## src/rtl/sap_core_param.sv

```systemverilog
// Parametrised accumulator computer: internal RAM, load port, multi-cycle FSM
// and a ready/valid output port with backpressure.
module sap_core_param #(
   parameter int unsigned DATA_W = 8,
   parameter int unsigned ADDR_W = 4
) (
   input  logic              clk,
   input  logic              clr,
   input  logic              run,
   input  logic              ld_valid,
   output logic              ld_ready,
   input  logic [ADDR_W-1:0] ld_addr,
   input  logic [DATA_W-1:0] ld_data,
   output logic              out_valid,
   input  logic              out_ready,
   output logic [DATA_W-1:0] out_data,
   output logic              halted,
   output logic [ADDR_W-1:0] pc,
   output logic              cf,
   output logic              zf
);

   localparam int unsigned Depth = 2 ** ADDR_W;

   localparam logic [3:0] OpNop = 4'h0;
   localparam logic [3:0] OpLda = 4'h1;
   localparam logic [3:0] OpAdd = 4'h2;
   localparam logic [3:0] OpSub = 4'h3;
   localparam logic [3:0] OpSta = 4'h4;
   localparam logic [3:0] OpLdi = 4'h5;
   localparam logic [3:0] OpJmp = 4'h6;
   localparam logic [3:0] OpJc  = 4'h7;
   localparam logic [3:0] OpJz  = 4'h8;
   localparam logic [3:0] OpOut = 4'hE;
   localparam logic [3:0] OpHlt = 4'hF;

   typedef enum logic [2:0] {
      StIdle,
      StFetch,
      StDecode,
      StExec,
      StOutwait,
      StHalt
   } state_e;

   state_e              state_q, state_d;
   logic [ADDR_W-1:0]   pc_q, pc_d;
   logic [DATA_W-1:0]   a_q, a_d;
   logic [DATA_W-1:0]   ir_q, ir_d;
   logic                cf_q, cf_d;
   logic                zf_q, zf_d;
   logic                outv_q, outv_d;
   logic [DATA_W-1:0]   outd_q, outd_d;

   logic [DATA_W-1:0]   ram [Depth];
   logic                ram_we;
   logic [ADDR_W-1:0]   ram_waddr;
   logic [DATA_W-1:0]   ram_wdata;

   logic [3:0]          opcode;
   logic [ADDR_W-1:0]   operand;
   logic [DATA_W-1:0]   mem_rd;
   logic [DATA_W:0]     sum;
   logic [DATA_W-1:0]   diff;

   assign opcode  = ir_q[DATA_W-1 -: 4];
   assign operand = ir_q[ADDR_W-1:0];
   assign mem_rd  = ram[operand];
   assign sum     = {1'b0, a_q} + {1'b0, mem_rd};
   assign diff    = a_q - mem_rd;

   always_comb begin
      state_d   = state_q;
      pc_d      = pc_q;
      a_d       = a_q;
      ir_d      = ir_q;
      cf_d      = cf_q;
      zf_d      = zf_q;
      outv_d    = outv_q;
      outd_d    = outd_q;
      ram_we    = 1'b0;
      ram_waddr = ld_addr;
      ram_wdata = ld_data;
      unique case (state_q)
         StIdle, StHalt: begin
            // A load in the same cycle as run wins; run is dropped.
            if (ld_valid) begin
               ram_we = 1'b1;
            end else if (run) begin
               pc_d    = '0;
               a_d     = '0;
               cf_d    = 1'b0;
               zf_d    = 1'b0;
               state_d = StFetch;
            end
         end
         StFetch: begin
            ir_d    = ram[pc_q];
            pc_d    = pc_q + 1'b1;
            state_d = StDecode;
         end
         StDecode: begin
            state_d = StFetch;
            case (opcode)
               OpLda, OpAdd, OpSub: state_d = StExec;
               OpSta: begin
                  ram_we    = 1'b1;
                  ram_waddr = operand;
                  ram_wdata = a_q;
               end
               OpLdi: a_d = {{(DATA_W - ADDR_W){1'b0}}, operand};
               OpJmp: pc_d = operand;
               OpJc:  if (cf_q) pc_d = operand;
               OpJz:  if (zf_q) pc_d = operand;
               OpOut: begin
                  outd_d  = a_q;
                  outv_d  = 1'b1;
                  state_d = StOutwait;
               end
               OpHlt: state_d = StHalt;
               default: ;
            endcase
         end
         StExec: begin
            state_d = StFetch;
            case (opcode)
               OpLda: a_d = mem_rd;
               OpAdd: begin
                  {cf_d, a_d} = sum;
                  zf_d        = (sum[DATA_W-1:0] == '0);
               end
               OpSub: begin
                  a_d  = diff;
                  cf_d = (a_q >= mem_rd);
                  zf_d = (diff == '0);
               end
               default: ;
            endcase
         end
         StOutwait: begin
            if (out_ready) begin
               outv_d  = 1'b0;
               state_d = StFetch;
            end
         end
         default: state_d = StIdle;
      endcase
   end

   always_ff @(posedge clk or negedge clr) begin
      if (!clr) begin
         state_q <= StIdle;
         pc_q    <= '0;
         a_q     <= '0;
         ir_q    <= '0;
         cf_q    <= 1'b0;
         zf_q    <= 1'b0;
         outv_q  <= 1'b0;
         outd_q  <= '0;
      end else begin
         state_q <= state_d;
         pc_q    <= pc_d;
         a_q     <= a_d;
         ir_q    <= ir_d;
         cf_q    <= cf_d;
         zf_q    <= zf_d;
         outv_q  <= outv_d;
         outd_q  <= outd_d;
      end
   end

   // RAM has no reset so program contents survive clr.
   always_ff @(posedge clk) begin
      if (ram_we) ram[ram_waddr] <= ram_wdata;
   end

   assign ld_ready  = (state_q == StIdle) || (state_q == StHalt);
   assign halted    = (state_q == StHalt);
   assign out_valid = outv_q;
   assign out_data  = outd_q;
   assign pc        = pc_q;
   assign cf        = cf_q;
   assign zf        = zf_q;

endmodule

```

## config.mk

```make
export PLATFORM = sky130hd
export DESIGN_NAME = sap_core_param
export DESIGN_NICKNAME = d
export VERILOG_FILES = /design/src/rtl/sap_core_param.sv
export SDC_FILE = /design/constraint.sdc
export NUM_CORES = 1
export LEC_CHECK = 0
export ABC_AREA = 1
export BUFFER_PORTS_ARGS = -buffer_cell sky130_fd_sc_hd__buf_2
export CAP_MARGIN = 20
export CORE_ASPECT_RATIO = 0.5
export CORE_UTILIZATION = 50
export CTS_CLUSTER_SIZE = 16
export DETAILED_ROUTE_END_ITERATION = 10
export HOLD_SLACK_MARGIN = 0.06
export PLACE_DENSITY = 0.66
export SYNTH_ARGS = -nofsm -noshare
export SYNTH_HDL_FRONTEND = slang
export SYNTH_SLANG_ARGS = --single-unit
```

## constraint.sdc

```tcl
create_clock -name clk -period 3.2 [get_ports clk]
set_input_delay 0.32 -clock clk [delete_from_list [all_inputs] [get_ports clk]]
set_output_delay 0.32 -clock clk [all_outputs]
set_load 0.01 [all_outputs]
```

After elaboration in Yosys (flattened, before gate mapping)
Memory sizes are Yosys's and may differ from the RTL's. A register that Yosys moved wholly into a read port is not among the register bits.
Index checks and enable logic that the tools add are counted.
{"block": "totals", "input_bits": 17, "mem_count": 1, "elab_cells": 88, "mem_bits_rw": 128, "ff_bits": 26, "out_inout_bits": 17}
{"block": "classes", "n_eq_ne": 25, "addsub": 3, "reduce_logical": 17, "order_cmp": 1, "mux": 34}
{"memory": "ram", "depth": 16, "width": 8, "rd": 2, "rd_clocked_by_memory_dff": 1, "write_ports": 1, "line": "55", "text": "logic [DATA_W-1:0] ram [Depth];"}
{"operator": "$pmux W8 S3", "count": 2}
{"operator": "$mux W8", "count": 5}
{"operator": "$mux W4", "count": 6}
{"operator": "$pmux W4 S3", "count": 2}
{"operator": "$eq A4 B3 Y1 const B", "count": 4}
{"operator": "$logic_not A8 Y1", "count": 2}
{"operator": "$pmux W3 S5", "count": 1}
{"operator": "$eq A4 B4 Y1 const B", "count": 3}
{"operator": "$pmux W1 S2", "count": 6}
{"operator": "$add A8 B8 Y9", "count": 1}
{"operator": "$mux W3", "count": 3}
{"operator": "$ne A3 B3 Y1 const B", "count": 3}
{"operator": "$pmux W3 S3", "count": 1}
{"operator": "$eq A4 B2 Y1 const B", "count": 2}
{"operator": "$ge A8 B8 Y1", "count": 1}
{"operator": "$mux W1", "count": 8}
{"operator": "$sub A8 B8 Y8", "count": 1}
{"operator": "$eq A3 B2 Y1 const B", "count": 2}
{"operator": "$eq A3 B3 Y1 const B", "count": 2}
{"operator": "$ne A2 B2 Y1 const B", "count": 3}
{"operator": "$reduce_and A3 Y1", "count": 2}
{"operator": "$reduce_and A6 Y1", "count": 1}
{"operator": "$reduce_bool A3 Y1", "count": 2}
{"operator": "$reduce_and A5 Y1", "count": 1}
{"operator": "14 further kinds", "count": 16}

Logic depth before layout (Yosys ltp)
{"block": "depth", "depth_word": 5, "mapped_depth": 25}

Worst setup path before layout
Ideal clock, no wire load.
{"block": "synth_timing", "path_kind": "register to register", "startpoint": "reg ir_q[0] (read register of ram)", "endpoint": "reg zf_q, in the netlist zf", "arrival_time_ps": 2583, "slack_ps": 500, "period_less_slack_ps": 2700, "stages_incl_launch_ff": 24, "path_buffers": 3, "required_time_ps": 3084, "path_cell_list": "dfrtp_1 > buf_2 > inv_2 > buf_2 > buf_2 > o21ai_0 > nand3_1 > nand3_1 > nand2_1 > ha_1 > inv_1 > fa_1 > inv_1 > nand2_1 > nand2_1 > nand3_1 > nand2_1 > nand2_1 > nand3_1 > nor2_1 > nand2_1 > nand2_1 > nand2_1 > nand2_1"}
{"block": "synth_via", "elab_chain_len": 5, "word_cells_on_any_way": 7, "classes_between": "add/sub (2); mux (2); reduce/logical (2); memory (1)"}
{"item": "start, declared", "line": "49", "text": "logic [DATA_W-1:0] ir_q, ir_d;"}
{"item": "$mem_v2 Z16 W8 (*)"}
{"item": "$sub A8 B8 Y8 or $add A8 B8 Y9 (tied branches)", "line": "70, 69"}
{"item": "$logic_not A8 Y1, on equally long branches", "line": "135, 130"}
{"item": "$pmux W1 S2 (*)", "line": "126", "text": "case (opcode)"}
{"item": "$pmux W1 S2 (*)", "line": "84", "text": "unique case (state_q)"}
{"item": "end signal, assigned", "line": "166", "text": "zf_q <= zf_d;"}
{"item": "end, declared", "line": "51", "text": "logic zf_q, zf_d;"}
Mark *: on every way between the ends. The rest lies on a longest branch, timed or not.
A chain may end at the register's enable or synchronous reset.

Final worst setup path
Ends and elaborated chain as after synthesis.

==> results.yml <==
status:
  status: "complete, but fails checks"
  violations: "DRC"
timing:
  finalSetupTns_ps: 0
  fmax_ghz: 0.335
  worst_slew_pin_slew_ps: 799
  grt_setup_unrepaired: "false"
  timing.final.crit_share: 0.932
  finalSetupViolations: 0
  whs_ps: 76.1
  skew_ps: 12.3
  slew_headroom: 0.467
  maxSlewViolCount: 0
  final.min_clock_period_ps: 2980
  hold_viol: 0
logic_synthesis:
  synthFlopType: "edfxtp_1"
  synth_area_sq_mm: 0.00907
  synth_compound_area_frac: 0.153
  postSynthCellCount: 1089
  async_reset_ff_frac: 0.210
  synthXorXnorAreaFrac: 0.00193
  yosysSeqAreaShare: 0.518
  yosysWarnings: 0
  synth_edf_count: 128
  synth-simple-area-share: 0.231
  synth_mux_area_frac: 0
  postSynthAreaPerCell_sq_um: 8.33
  synth_cell_types: 37
  synth_top_family_by_area: "simple AND/OR/NAND/NOR gates"
  synth_seq_cells: 162
  synth_fa_ha_area_frac: 0.0279
  syn-num-nets: 1125
die:
  core_sq_mm: 0.0176
  die_w_microns: 192
  fp.dieArea_sq_mm: 0.0187
  start_util: 0.516
  io_pins: 34
  row_count: 34
  die_y_microns: 97.2
layout:
  diodes: 0
  num-nets-final: 1172
  stdcell_count: 1383
  syn2layout_area_growth_pct: 14.6
  final_util: 0.592
  final_common_cell: "nand2_1"
  final_cell_mix: "224 x nand2_1, 168 x nor2_1, 128 x edfxtp_1"
  drive_gt1_frac: 0.131
global_route:
  grt_overflow: 0
  grt_pass1_vias: 7550
  antenna_found_initial: 0
  grt_max_degree: 67
  grt_pass1_wl_microns: 44300
  grt_use_total: 0.320
power:
  max-vdd-ir-drop_mv: 0.430
  leakage_nw: 4.38
  power_density_mw_per_mm2: 1030
clock_tree:
  htree_levels: 4
  cts_buffers: 17
  worstSkewPairLatency_ps: 430
  cts_buffer_depth: 2
  cts_tree: "yes"
  clk_pin_slew_ps: 70
  cts.sink_count: 162
  root_buffer: "clkbuf_16"
routing:
  first_pass_iters: 9
  drc: 6
  routed_wl_microns: 29100
  num_vias: 8195
  drt_iter0_drc: 991
  detail-route-antenna-nets: 0
  viasPerCell: 5.93
  routedWlPerCell_microns: 21.0
worst_hold_path:
  min_from: "out_ready"
  hp-class: "in2reg"
critical_path:
  critPathLaunchType: "flop"
  cp_data_required_time_ps: 3520
  path_class: "reg2reg"
  reg2reg_setup_slack_ps: 220
  worstSetupEndpointType: "flop"
  rr_startpoint: "ir_q[0]"
  cp.arrival_ps: 3310
  critPathLaunch: "ir_q[0]"
  crit_fanout: 21
placement:
  hpwl_microns: 19600
  dp.cells: 1347
  gp_congestion: 0.961
  numPortBuffers: 33
flow_run:
  drv_cap: 0
## metal layers
metal	up-vias	track usage	wire [microns]
met3	47	0.0823	3750
met2	544	0.471	12400
li1	3786	-	-
met5	-	0	0
met4	0	0.0818	575
met1	3818	0.468	12300
## final cells by class
| type | instances | area (sq um) |
|---|---|---|
| inverter | 98 | 375 |
| clock inverter | 14 | 168 |
| clock buffer | 18 | 429 |
| tap | 234 | 293 |
| multi-input combinational | 771 | 3780 |
| sequential | 162 | 4700 |
| timing repair buffer | 86 | 651 |
| fill | 1531 | 7180 |
## path summary, 6_finish.rpt
path	end	cells past startpoint
max reg2reg	zf	21
max in group asynchronous	ir_q[0]	2
max	zf	21
min	out_valid	2
min in group asynchronous	out_data[5]	2
min reg2reg	out_data[0]	2
## synthesized netlist by cell type (17+ instances only)
library cell	count	share of area
nand2_1	226	0.094
nor2_1	169	0.070
o21ai_0	135	0.075
edfxtp_1	128	0.42
inv_1	88	0.036
nand3_1	82	0.045
a21oi_1	58	0.032
clkbuf_1	36	0.015
dfrtp_1	34	0.094
o211ai_1	22	0.018
buf_2	21	0.012
ha_1	17	0.023
## state kept, by name, summed over array words and instances (netlist names)
name / flops
ram: 128
a_q: 8
ir_q: 8
out_data: 8
pc: 4
state_q: 3
cf: 1
out_valid: 1
zf: 1
## report_power, final
group          leakage [nW]  switching [mW]  internal (mW)
clock network         0.293           0.948           1.18
logic                  2.50            4.03           1.80
registers              1.59           0.217           2.50
total                  4.38            5.20           5.49
## cells by family (layout without fill, tap and decap cells)
kind of cell               count (synthesis)  after routing
AOI/OAI and AO/OA                        247            247
xor gates and xnor gates                   2              2
DFF                                      162            162
adders and majority gates                 19             19
and+or+nand+nor                          503            503
buffers and inverters                    156            216
## per-stage QoR
| step | setup slack [ps] | total power, mW | cell area (sq um) |
|---|---|---|---|
| final | 217 | 10.7 | 10400 |
| after detailed placement | 145 | 8.28 | 9710 |
| after global placement | 154 | 8.24 | 9710 |
| after CTS | 130 | 10.4 | 10300 |
| after floorplan | 500 | 6.48 | 9070 |
| after global routing | 7.67 | 11.4 | 10400 |
## timing repair
item	in CTS	in global routing
endpoints found under the hold margin	34	0
setup buffers	0	1
gates resized for setup	0	7
endpoints found under the setup margin	0	8
hold buffers	1	0
## worst max-delay path: stages (launching register included)
cell	delay [ps]
dfrtp_2	470
buf_4	170
clkbuf_16	190
o21ai_0	190
a21oi_1	80
o21ai_1	80
nand3_1	160
nand2_2	190
inv_1	90
fa_1	410
inv_1	80
nand2_1	40
nand2_1	100
nand3_1	100
nand2_1	100
nand2_1	70
nand3_1	80
nor2_1	40
nand2_1	60
nand2_1	50
nand2_1	70
nand2_1	40
Power figures use the tool's default switching activity.
